**config.mk**
```make
export PLATFORM = sky130hd
export DESIGN_NAME = seg7_scan_capture
export DESIGN_NICKNAME = d
export VERILOG_FILES = /design/src/rtl/seg7_scan_capture.sv
export SDC_FILE = /design/constraint.sdc
export NUM_CORES = 1
export LEC_CHECK = 0
export BUFFER_PORTS_ARGS = -buffer_cell sky130_fd_sc_hd__buf_2
export CAP_MARGIN = 40
export CORE_ASPECT_RATIO = 0.7
export CORE_MARGIN = 1.5
export CORE_UTILIZATION = 45
export DETAILED_ROUTE_END_ITERATION = 7
export PLACE_DENSITY = 0.78
export SETUP_SLACK_MARGIN = 0.2
export SYNTH_ARGS = -nofsm -noshare
export SYNTH_HDL_FRONTEND = slang
export SYNTH_SLANG_ARGS = --single-unit
```
**constraint.sdc**
```tcl
create_clock -name clk -period 3.83 [get_ports clk]
set_clock_uncertainty 0.15 [all_clocks]
set_input_delay 0.1915 -clock clk [delete_from_list [all_inputs] [get_ports clk]]
set_output_delay 0.1915 -clock clk [all_outputs]
set_load 0.1 [all_outputs]
```
**src/rtl/seg7_scan_capture.sv**
```systemverilog
// seg7_scan_capture
//   Passive monitor for a multiplexed common-anode 7-segment display bus.
//   Samples the active-low anodes and segments, waits until a digit's
//   pattern has been stable for STABLE_CYCLES samples, decodes the glyph
//   back to a hex nibble and, once every digit has been captured, presents
//   the assembled frame.
//
// Ports:
//   clk          system clock
//   reset        synchronous, active-high reset
//   an_n         digit enables, active low (bit k = digit k)
//   seg_n        segments {a,b,c,d,e,f,g}, active low
//   value        last complete frame, digit k in bits [4k+3:4k]
//   value_valid  one-cycle pulse when value is updated
//   pattern_err  one-cycle pulse: stable pattern is not a hex glyph
//   anode_err    one-cycle pulse: more than one anode low in a sample
//   err_digit    digit index of the latest pattern_err
module seg7_scan_capture #(
  parameter int NUM_DIGITS    = 4,
  parameter int STABLE_CYCLES = 8
) (
  input  logic                    clk,
  input  logic                    reset,
  input  logic [NUM_DIGITS-1:0]   an_n,
  input  logic [6:0]              seg_n,
  output logic [4*NUM_DIGITS-1:0] value,
  output logic                    value_valid,
  output logic                    pattern_err,
  output logic                    anode_err,
  output logic [2:0]              err_digit
);

  localparam logic [7:0] STABLE_Q = 8'(STABLE_CYCLES);

  logic [NUM_DIGITS-1:0]   an_q, an_prev;
  logic [6:0]              seg_q, seg_prev;
  logic [7:0]              cnt, cnt_next;
  logic                    done;
  logic [NUM_DIGITS-1:0]   mask;
  logic [4*NUM_DIGITS-1:0] shadow, shadow_next;

  logic       change;
  logic [3:0] nlow;
  logic [2:0] dig;
  logic       capture;
  logic       glyph_ok;
  logic [3:0] nibble;
  logic       frame_full;

  function automatic logic [4:0] glyph_decode(input logic [6:0] s);
    logic [4:0] r;
    r = '0;
    case (s)
      7'b0000001: r = {1'b1, 4'h0};
      7'b1001111: r = {1'b1, 4'h1};
      7'b0010010: r = {1'b1, 4'h2};
      7'b0000110: r = {1'b1, 4'h3};
      7'b1001100: r = {1'b1, 4'h4};
      7'b0100100: r = {1'b1, 4'h5};
      7'b0100000: r = {1'b1, 4'h6};
      7'b0001111: r = {1'b1, 4'h7};
      7'b0000000: r = {1'b1, 4'h8};
      7'b0000100: r = {1'b1, 4'h9};
      7'b0001000: r = {1'b1, 4'hA};
      7'b1100000: r = {1'b1, 4'hB};
      7'b0110001: r = {1'b1, 4'hC};
      7'b1000010: r = {1'b1, 4'hD};
      7'b0110000: r = {1'b1, 4'hE};
      7'b0111000: r = {1'b1, 4'hF};
      default:    r = '0;
    endcase
    return r;
  endfunction

  always_comb begin
    change = ({an_q, seg_q} != {an_prev, seg_prev});

    // Count low anodes and remember which one; index is only meaningful
    // when exactly one is low.
    nlow = '0;
    dig  = '0;
    for (int unsigned i = 0; i < NUM_DIGITS; i++) begin
      if (!an_q[i]) begin
        nlow = nlow + 4'd1;
        dig  = i[2:0];
      end
    end

    if (change)
      cnt_next = 8'd1;
    else if (cnt >= STABLE_Q)
      cnt_next = STABLE_Q;
    else
      cnt_next = cnt + 8'd1;

    // done blocks a second capture while the counter sits saturated.
    capture = !change && (cnt_next == STABLE_Q) && !done && (nlow == 4'd1);

    {glyph_ok, nibble} = glyph_decode(seg_q);

    shadow_next = shadow;
    for (int unsigned i = 0; i < NUM_DIGITS; i++) begin
      if (!an_q[i])
        shadow_next[4*i +: 4] = nibble;
    end

    frame_full = ((mask | ~an_q) == '1);
  end

  always_ff @(posedge clk) begin
    if (reset) begin
      an_q        <= '1;
      seg_q       <= '1;
      an_prev     <= '1;
      seg_prev    <= '1;
      cnt         <= '0;
      done        <= 1'b0;
      mask        <= '0;
      shadow      <= '0;
      value       <= '0;
      value_valid <= 1'b0;
      pattern_err <= 1'b0;
      anode_err   <= 1'b0;
      err_digit   <= '0;
    end else begin
      an_q        <= an_n;
      seg_q       <= seg_n;
      an_prev     <= an_q;
      seg_prev    <= seg_q;
      cnt         <= cnt_next;
      value_valid <= 1'b0;
      pattern_err <= 1'b0;
      anode_err   <= (nlow > 4'd1);

      if (change)
        done <= 1'b0;
      else if (capture)
        done <= 1'b1;

      if (capture) begin
        if (glyph_ok) begin
          shadow <= shadow_next;
          if (frame_full) begin
            value       <= shadow_next;
            value_valid <= 1'b1;
            mask        <= '0;
          end else begin
            mask <= mask | ~an_q;
          end
        end else begin
          pattern_err <= 1'b1;
          err_digit   <= dig;
        end
      end
    end
  end

endmodule

```
* After elaboration in Yosys (flattened, before gate mapping)
Index checks and enable logic that the tools add are counted.
** Cells by class
- Reductions and logical operators :: 12
- Bitwise logic cells :: 4
- Multiplexer cells :: 17
- Order comparisons :: 2
- Equality and inequality tests :: 19
- $add $sub $neg :: 4
** Operator list (count)
- $pmux 5 s16 :: 1
- $eq 7x6->1 const B :: 5
- $mux 4 :: 8
- $eq 7x7->1 const B :: 4
- $mux 8 :: 2
- $eq 7x3->1 const B :: 2
- $eq 7x4->1 const B :: 2
- $add 4x1->4 const B :: 3
- $ne 11x11->1 :: 1
- $add 8x1->8 const B :: 1
- $eq 8x4->1 const B :: 1
- $ge 8x4->1 const B :: 1
- $eq 7x1->1 const B :: 1
- $eq 7x5->1 const B :: 1
- $logic_not 7->1 :: 1
- $mux 3 :: 2
- $eq 4x1->1 const B :: 1
- $eq 4x4->1 const B :: 1
- $gt 4x1->1 const B :: 1
- $mux 1 :: 4
- $not 4->4 :: 1
- $or 4x4->4 :: 1
- $reduce_and 2->1 :: 2
- $reduce_or 2->1 :: 2
- other kinds (5) :: 9
** Word-level totals
- Bits in registers :: 73
- Logic and storage cells :: 71
- Bits of input ports :: 13

* Longest topological paths before layout
Gate-level depths: netlist (run 1).
- Depth in word-level cells :: 11
- Gate-level depth with buffers :: 14
- Gate-level depth less buffers :: 11

* Worst setup path before layout (run 1)
Ideal clock, no wire load.
- Kind :: register to register
- Start point :: reg an_q[1]
- End point :: reg value[11]
- Path slack :: -0.154 ns
- Stages on the path, launching flop included :: 14
- Clock period less this slack :: 3.984 ns
- Path buffers :: 3
- Setup time :: 0.132 ns
- Arrival :: 3.701 ns
- Cells stage by stage :: dfxtp_1 clkbuf_1 clkinv_1 ha_1 xnor2_1 ha_1 or2_2 mux4_2 a2111o_1 a311o_1 buf_4 buf_2 o21ai_1 a21oi_1
** Between the ends
- Word-level cells in the longest chain between the ends :: 8
- Elaborated cells between the ends (all ways) :: 17
- Those cells by class :: add/sub: 2; eq/ne: 4; mux: 4; bitwise: 2; reduce/logical: 5
** Ends and longest elaborated chain
- from (decl) :: RTL line 35 : logic [NUM_DIGITS-1:0] an_q, an_prev;
- from (signal assigned) :: RTL line 126 : an_q <= an_n;
- $mux 4 :: RTL line 83 : if (!an_q[i]) begin
- $add 4x1->4 :: RTL line 84 : nlow = nlow + 4'd1;
- $mux 4 :: RTL line 83
- $add 4x1->4 :: RTL line 84
- $mux 4 :: RTL line 83
- $eq 4x1->1 :: RTL line 97 : capture = !change && (cnt_next == STABLE_Q) && !done && (nlow == 4'd1);
- $logic_and 1x1->1 :: RTL line 97
- $reduce_and 3->1 (no source line) *
- to (signal assigned) :: RTL line 144 : value <= shadow_next;
- to (decl) :: RTL line 26 : output logic [4*NUM_DIGITS-1:0] value,
Mark *: on every way between the ends. The rest lies on a longest branch, timed or not.
A chain may end at the register's enable or synchronous reset.

* Worst setup path after layout (run 1)
- Start point :: reg an_q[0]
- End point :: reg value[4]
** Between the ends
- Word-level cells in the longest chain between the ends :: 10
- Elaborated cells between the ends (all ways) :: 19
- Those cells by class :: add/sub: 3; eq/ne: 4; mux: 5; bitwise: 2; reduce/logical: 5
** Ends and longest elaborated chain (RTL line)
- $mux 1 :: 83
- $add 4x1->4 :: 84
- $mux 4 :: 83
- $add 4x1->4 :: 84
- $mux 4 :: 83
- $add 4x1->4 :: 84
- $mux 4 :: 83
- $eq 4x1->1 :: 97
- $logic_and 1x1->1 :: 97
- $reduce_and 3->1 (no source line) *
Marked as above.

==> flow_metrics.tcl, run 1 <==
set metrics [dict create \
    route.detailed.drc 0 \
    dpl_cell_area_sq_mm 0.00349 \
    cp_max_fo 25 \
    grt_pass1_vias 2524 \
    synth_top_family_by_area "simple AND/OR/NAND/NOR gates" \
    drv_slew 0 \
    cts.path.max_buffers 2 \
    cts_tree "yes" \
    relSlewSlack 0.394 \
    ys_ff_latch 72 \
    swShare 0.245 \
    whs_ns 0.254 \
    holdPathStages 3 \
    synthDistinctLibCells 54 \
    tns_ns 0 \
    drtIter0Drc 264 \
    final-setup-viol-count 0 \
    grt_usage 0.204 \
    max_freq_mhz 286 \
    grt_setup_unrepaired "no" \
    rows 25 \
    grt-ovfl-total 0 \
    stdcell_area_sq_mm 0.00386 \
    p_int_mw 1.19 \
    dieArea_sq_mm 0.00772 \
    synth_ff_type "dfxtp_1" \
    yosys.area_share.simple 0.214 \
    wire_per_inst_microns 14.8 \
    path_clk_slew_ns 0.08 \
    critPathRequiredTime_ns 3.95 \
    die_h_microns 74.0 \
    hold_viol 0 \
    combPwrFrac 0.085 \
    drtAntennaViolNets 0 \
    finalNetCount 423 \
    synth_mux_area_frac 0.0209 \
    io_buffer_count 33 \
    dr_total_vias 2767 \
    period_needed_ns 3.50 \
    firstDrtPassIters 4 \
    synthAdderAreaFrac 0.0193 \
    synth-seq-area-share 0.445 \
    drv_cap 0 \
    viasPerCell 5.49 \
    r2r-start "an_q[0]" \
    crit_type "flip-flop to flip-flop" \
    ys_top_cells_by_area "dfxtp_1 45%, a21oi_1 5.6%, nand3_1 3.6%" \
    seq_power_share 0.498 \
    synthXorXnorAreaFrac 0.0433 \
    ir_drop_mv 0.252 \
    grt_max_degree 55 \
    antennaDiodeCount 0 \
    core_region_area_sq_mm 0.00685 \
    fin_util 0.564 \
    status "finished, final reports clean" \
    crit_path_start "an_q[0]" \
    place.gp.congestion 0.862 \
    synthArstFlopShare 0 \
    pre_cts_slack_ns 0.213 \
    cts_sinks 72 \
    synth_cells 361 \
    hold_start "reset" \
    area_growth_pct 19.4 \
    cts_buffers 9 \
    die_x_microns 104 \
    wirelength_microns 7480 \
    crit_arrival_ns 3.62 \
    p_clk_frac 0.417 \
    p_sw_mw 0.387 \
    period_share 0.914 \
    synthesis.area_sq_mm 0.00324 \
    max_slew.worst_pin.slew_ns 0.897 \
    synth.avg_cell_area_sq_um 8.97 \
    worstSetupEndpointType "flip-flop" \
    powerDensity_mw_per_mm2 408 \
    yosys_warnings 0 \
    htreeDepth 3 \
    synth.top_cell.area_share 0.445 \
    start_kind "flip-flop" \
    synth_compound_area_frac 0.204 \
    ios 35 \
    p_leak_nw 1.47 \
    antenna_found_initial 0 \
    grt_pass1_wl_microns 12400 \
    drive_above_1_share 0.261 \
    fin_ws_ns 0.328 \
    clock_latency_ns 0.35 \
    reg2reg_depth 11 \
    hpwl_microns 4980 \
    clk_root_buffer_cell "clkbuf_8" \
    yosys-top-cells-count "72 x dfxtp_1, 36 x a21oi_1, 23 x nand3_1, 22 x nand2_1, 21 x clkbuf_1" \
    synth-edff-count 0 \
    hp-class "primary input to flip-flop" \
    yosys.area.top_type "dfxtp_1" \
    initial_utilization 0.473 \
    yosysMostFrequentCell "dfxtp_1" \
]
-- metrics by stage --
step           instances  power [mW]
6_report             504        1.58
5_1_grt              504        1.64
2_1_floorplan        365       0.887
4_1_cts              501        1.58
3_3_place_gp         474       0.912
3_5_place_dp         474       0.917
-- registers in the layout, indices dropped and copies added, names as in the netlist --
| signal | count |
|---|---|
| seg_q | 7 |
| done | 1 |
| an_q | 4 |
| shadow | 16 |
| anode_err | 1 |
| pattern_err | 1 |
| mask | 4 |
| an_prev | 4 |
| value | 16 |
| err_digit | 2 |
| value_valid | 1 |
| cnt | 8 |
| seg_prev | 7 |
-- power by group through the flow --
stage,Clock (mW),Combinational (mW),Sequential (mW)
floorplan,0,0.0907,0.797
global placement,0,0.110,0.802
detailed placement,0,0.114,0.803
CTS,0.671,0.123,0.785
global route,0.703,0.146,0.789
finish,0.657,0.134,0.786
-- path summary, 6_finish.rpt --
check / to / slack (ns)
max: value[4] / 0.33
min: cnt[0] / 0.25
max reg2reg: value[4] / 0.33
min reg2reg: mask[2] / 0.31
-- cells in the final DEF, fill, tap and decap left out, types with 6 or more instances in the layout --
cell / count
nand2_1: 22
nor3_1: 6
clkbuf_8: 9
dfxtp_1: 70
nand2b_1: 7
and3_1: 6
nor2_1: 11
dlygate4sd3_1: 11
buf_2: 33
o21ai_0: 12
o21ai_1: 17
xor2_1: 12
a211oi_1: 8
or2_2: 18
nand3_1: 23
buf_4: 11
a21oi_1: 35
-- critical path: stages, from the launching register on --
cell,delay [ns]
dfxtp_2,0.34
buf_4,0.17
ha_2,0.20
a21oi_2,0.17
ha_1,0.26
or2_2,0.29
mux4_2,0.47
a2111o_1,0.45
a311oi_4,0.30
buf_6,0.25
o2111ai_1,0.15
a21oi_1,0.21
-- repair_timing --
item,in CTS,in global routing
buffers inserted,0,3
setup endpoints to repair,2,32
pin swaps,0,6
gates resized for setup,1,8
hold buffers,11,0
hold endpoints to repair,11,0
-- layout make-up --
| type | count | area [sq um] |
|---|---|---|
| fillers | 585 | 2990 |
| multi-input cells | 256 | 1670 |
| flip-flops and latches | 72 | 1440 |
| repair buffers | 57 | 380 |
| clock buffers | 9 | 124 |
| well taps | 94 | 118 |
| clock inverters | 7 | 95.1 |
| inverters | 9 | 37.5 |
-- routing by layer --
layer | global-route usage | share of wire
met1 | 0.280 | 0.47
met2 | 0.310 | 0.46
met3 | 0.0526 | 0.063
met4 | 0.0802 | 0.012
met5 | 0 | 0
-- cells by family (layout without fill, tap and decap cells) --
family / after synthesis / in the layout
AO/OA/AOI/OAI: 102 / 102
XOR/XNOR: 16 / 16
adder cells (fa/ha/maj): 5 / 5
buffers and inverters: 37 / 82
flip-flops: 72 / 72
multiplexers: 5 / 5
other: 1 / 5
AND/OR/NAND/NOR: 123 / 123
Note: power is estimated with default switching activity, not from simulation.
==> run 2, diff against run 1 <==
RECOVER_POWER = 100   (was default)
==> run 2 against run 1 <==
Net effect:
- the run now ends with capacitance limit, slew limit left
- hold slack better by 0.057 ns
- highest routed layer unchanged
- power is 0.10% lower
- die area stayed put
- global-route usage stayed put
==> flow_metrics.tcl, run 2 (synthesis results as in run 1) <==
set metrics [dict create \
    status "finished, violations left" \
    violations "capacitance limit, slew limit" \
    hp-class "flip-flop to flip-flop" \
    max_freq_mhz 280 \
    final-setup-viol-count 0 \
    wirelength_microns 7500 \
    place.gp.congestion 0.862 \
    grt_pass1_wl_microns 12400 \
    grt_setup_unrepaired "no" \
    crit_type "flip-flop to flip-flop" \
    period_needed_ns 3.57 \
    path_clk_slew_ns 0.08 \
    relSlewSlack -0.449 \
    holdPathStages 1 \
    core_region_area_sq_mm 0.00685 \
    initial_utilization 0.473 \
    period_share 0.932 \
    hold_viol 0 \
    ios 35 \
    drv_slew 55 \
    hold_start "mask[2]" \
    place_inst 474 \
    grt-ovfl-total 0 \
    dpl_cell_area_sq_mm 0.00349 \
    wire_per_inst_microns 14.9 \
    clk_root_buffer_cell "clkbuf_8" \
    grt_util_met3 0.0526 \
    r2r-start "an_q[0]" \
    gr-usage-met1 0.280 \
    die_h_microns 74.0 \
    p_leak_nw 1.38 \
    cts.path.max_buffers 2 \
    hpwl_microns 4980 \
    min_to "mask[2]" \
    finalNetCount 423 \
    dr_total_vias 2783 \
    drtIter0Drc 328 \
    htreeDepth 3 \
    antennaDiodeCount 0 \
    io_buffer_count 33 \
    cts_tree "yes" \
    busiest_layer "met2" \
    fin_cells 504 \
    whs_ns 0.311 \
    crit_path_start "an_q[0]" \
    grt_max_degree 55 \
    max_slew.worst_pin.slew_ns 2.17 \
    start_kind "flip-flop" \
    firstDrtPassIters 4 \
    route.detailed.drc 0 \
    powerDensity_mw_per_mm2 412 \
    clock_latency_ns 0.35 \
    cts_sinks 72 \
    grt_usage 0.204 \
    reg2reg_depth 11 \
    use_met2 0.310 \
    rows 25 \
    grt_pass1_vias 2524 \
    cp_max_fo 28 \
    fin_util 0.559 \
    fill_cells 598 \
    cts_buffers 9 \
    worstSetupEndpointType "flip-flop" \
    rr_endpoint "shadow[6]" \
    critPathRequiredTime_ns 3.82 \
    drive_above_1_share 0.202 \
    final_cell_mix "70 x dfxtp_1, 35 x a21oi_1, 29 x o21ai_0, 23 x nand3_1, 23 x clkbuf_1" \
    dieArea_sq_mm 0.00772 \
    reg2reg_slack_ns 0.26 \
    tns_ns 0 \
    final_common_cell "dfxtp_1" \
    ir_drop_mv 0.250 \
    area_growth_pct 18.3 \
    multi_input_area_sq_mm 0.00166 \
    seqCellArea_sq_mm 0.00144 \
    drv_cap 1 \
    crit_arrival_ns 3.56 \
    viasPerCell 5.52 \
    drtAntennaViolNets 0 \
    die_x_microns 104 \
    antenna_found_initial 0 \
    stdcell_area_sq_mm 0.00383 \
    layout_top_registers "shadow (16), value (16), cnt (8)" \
]
==> run 2: cell types whose count changed in the layout (fill, tap and decap cells not counted), sizes merged <==
cell / change
buf: -23
clkbuf: +23
==> run 2: stage by stage <==
step	worst slack (ns)	power [mW]
floorplan	0.287	0.887
finish	0.259	1.58
global route	0.114	1.64
global placement	0.363	0.912
detailed placement	0.213	0.917
CTS	0.236	1.58
==> run 2: critical path: stages, from the launching register on <==
cell and delay [ns]:
dfxtp_2 0.34, buf_4 0.17, ha_2 0.20, a21oi_2 0.17, ha_1 0.26, or2_2 0.29, mux4_2 0.47, a2111o_1 0.45
a311o_1 0.36, buf_6 0.18, nor2_1 0.20, a211oi_1 0.10
==> run 2: worst max path at each step <==
stage,endpoint,slack (ns),cells past startpoint
after floorplan,value[11],0.29,13
after global placement,mask[2],0.36,11
after detailed placement,value[0],0.21,11
after CTS,value[15],0.24,11
after global routing,value[14],0.11,11
final,shadow[6],0.26,11
==> run 2: cell type report <==
type                       instances  area share
clock buffer                       9      0.0324
clock inverter                     7      0.0248
inverter                           9     0.00980
multi-input combinational        256       0.435
sequential                        72       0.377
tap                               94      0.0307
timing repair buffer              57      0.0905
==> run 2: routing by layer <==
metal  vias to the layer above  wire length, microns  share of wire
met1                      1294                  3580           0.48
li1                       1380                     -              -
met3                        13                   468          0.062
met2                        96                  3340           0.45
met4                         0                   106          0.014
met5                         -                     0              0
==> run 2: power by group <==
part           switching [mW]  internal (mW)
clock                   0.291          0.367
sequential             0.0231          0.763
combinational          0.0740         0.0579
total                   0.388           1.19
==> run 2: repair_timing <==
action                     in CTS  in global routing
pin swaps                       0                  6
setup endpoints to repair       2                 32
hold buffers                   11                  0
hold endpoints to repair       11                  0
setup buffers                   0                  3
gates resized for setup         1                  8
==> run 3, diff against run 2 <==
CORE_ASPECT_RATIO = default   (was 0.7)
==> run 3 against run 2 <==
Net effect:
- the flow now finishes without violations
- worst setup slack improved by 0.049 ns
- clock power grew 14%
- flip-flop and latch count unchanged
- power increased by 5.6%
- hold slack worse by 0.20 ns
- final cell count grew 0.20%
==> flow_metrics.tcl, run 3 (synthesis results as in run 1) <==
set metrics [dict create \
    status "finished, final reports clean" \
    clock_latency_ns 0.35 \
    whs_ns 0.109 \
    die_x_microns 87.8 \
    worstSetupEndpointType "flip-flop" \
    cts_tree "yes" \
    r2r-start "an_q[2]" \
    pre_cts_slack_ns 0.293 \
    powerDensity_mw_per_mm2 425 \
    max_freq_mhz 284 \
    period_share 0.919 \
    max_slew.worst_pin.slew_ns 1.19 \
    fin_util 0.570 \
    antenna_found_initial 0 \
    initial_utilization 0.471 \
    relSlewSlack 0.213 \
    wirelength_microns 7640 \
    firstDrtPassIters 5 \
    die_h_microns 87.8 \
    final_common_cell "dfxtp_1" \
    tns_ns 0 \
    core_region_area_sq_mm 0.00687 \
    reg2reg_depth 11 \
    drv_slew 0 \
    crit_type "flip-flop to flip-flop" \
    antennaDiodeCount 0 \
    grt_max_degree 54 \
    ios 35 \
    drtAntennaViolNets 0 \
    period_needed_ns 3.52 \
    fill_cells 588 \
    grt_usage 0.209 \
    stdcell_area_sq_mm 0.00391 \
    drtIter0Drc 297 \
    clk_root_buffer_cell "clkbuf_8" \
    multi_input_area_sq_mm 0.00169 \
    cts_buffers 9 \
    final-setup-viol-count 0 \
    drive_above_1_share 0.213 \
    hold_viol 0 \
    hp-class "primary input to flip-flop" \
    htreeDepth 3 \
    grt_pass1_vias 2564 \
    cp_max_fo 28 \
    route.detailed.drc 0 \
    holdPathStages 3 \
    start_kind "flip-flop" \
    dieArea_sq_mm 0.00771 \
    dpl_cell_area_sq_mm 0.00348 \
    wire_per_inst_microns 15.1 \
    hold_start "reset" \
    viasPerCell 5.62 \
    final_cell_mix "70 x dfxtp_1, 35 x a21oi_1, 23 x nand3_1, 22 x nand2_1, 22 x clkbuf_1" \
    grt_setup_unrepaired "no" \
    rr_endpoint "shadow[7]" \
    finalNetCount 422 \
    dr_total_vias 2840 \
    min_to "an_prev[0]" \
    path_clk_slew_ns 0.07 \
    fin_ws_ns 0.308 \
    seqCellArea_sq_mm 0.00144 \
    cts_sinks 72 \
    cts.path.max_buffers 2 \
    rows 30 \
    layout_top_registers "shadow (16), value (16), cnt (8)" \
    ir_drop_mv 0.270 \
    crit_arrival_ns 3.58 \
    drv_cap 0 \
    grt_pass1_wl_microns 12300 \
    hpwl_microns 4790 \
    grt-ovfl-total 0 \
    place.gp.congestion 0.876 \
    area_growth_pct 20.9 \
    reg2reg_slack_ns 0.31 \
    critPathRequiredTime_ns 3.89 \
    p_leak_nw 1.40 \
    io_buffer_count 33 \
]
[run 3: changes by cell type in the layout (fill, tap and decap cells not counted), sizes merged]
cell    previous run  this run
buf               23        21
bufinv             2         3
clkbuf            32        35
clkinv             7         4
[run 3: timing repair]
action / 4_1_cts / 5_1_grt
hold buffers: 11 / 0
setup endpoints to repair: 0 / 32
resized for setup: 0 / 19
hold endpoints to repair: 11 / 0
setup buffers: 0 / 2
[run 3: final cells by class]
cell class                 count  share of cell area
clock buffer                  11              0.0387
tap                           96              0.0307
multi-input combinational    256               0.431
timing repair buffer          56              0.0947
clock inverter                 5              0.0262
sequential                    72               0.369
inverter                       9             0.00991
[run 3: metal layers]
layer  global-route usage  vias to the layer above  wire length [microns]
met5                    0                        -                      0
met4                0.110                        0                    223
met3               0.0462                       27                    431
met2                0.338                      101                   3650
met1                0.262                     1334                   3330
li1                     -                     1378                      -
[run 3: worst max path at each step]
| stage | from | endpoint | slack [ns] | cells past startpoint |
|---|---|---|---|---|
| final | an_q[2] | shadow[7] | 0.31 | 11 |
| after global routing | an_q[2] | value[10] | 0.12 | 11 |
| after CTS | an_q[0] | mask[1] | 0.29 | 11 |
| after detailed placement | an_q[0] | mask[2] | 0.29 | 11 |
| after global placement | an_q[0] | shadow[0] | 0.37 | 11 |
| after floorplan | an_q[2] | value[11] | 0.29 | 13 |
[run 3: worst max-delay path, stage by stage (launching register included)]
cell and delay [ns]:
dfxtp_1 0.32, clkinv_1 0.06, clkbuf_1 0.37, a21oi_2 0.12
ha_1 0.30, or2_2 0.29, mux4_2 0.47, a2111o_1 0.45
a311o_1 0.36, buf_6 0.19, o21ai_0 0.21, a21oi_1 0.10
[run 3: power breakdown]
group | internal [mW] | switching [mW]
Sequential | 0.764 | 0.0227
Combinational | 0.0575 | 0.0715
Clock | 0.467 | 0.281
[run 3: stage by stage]
step / instances / power (mW)
after CTS: 502 / 1.67
after global routing: 505 / 1.73
after floorplan: 365 / 0.887
final: 505 / 1.66
after global placement: 474 / 0.911
after detailed placement: 475 / 0.914
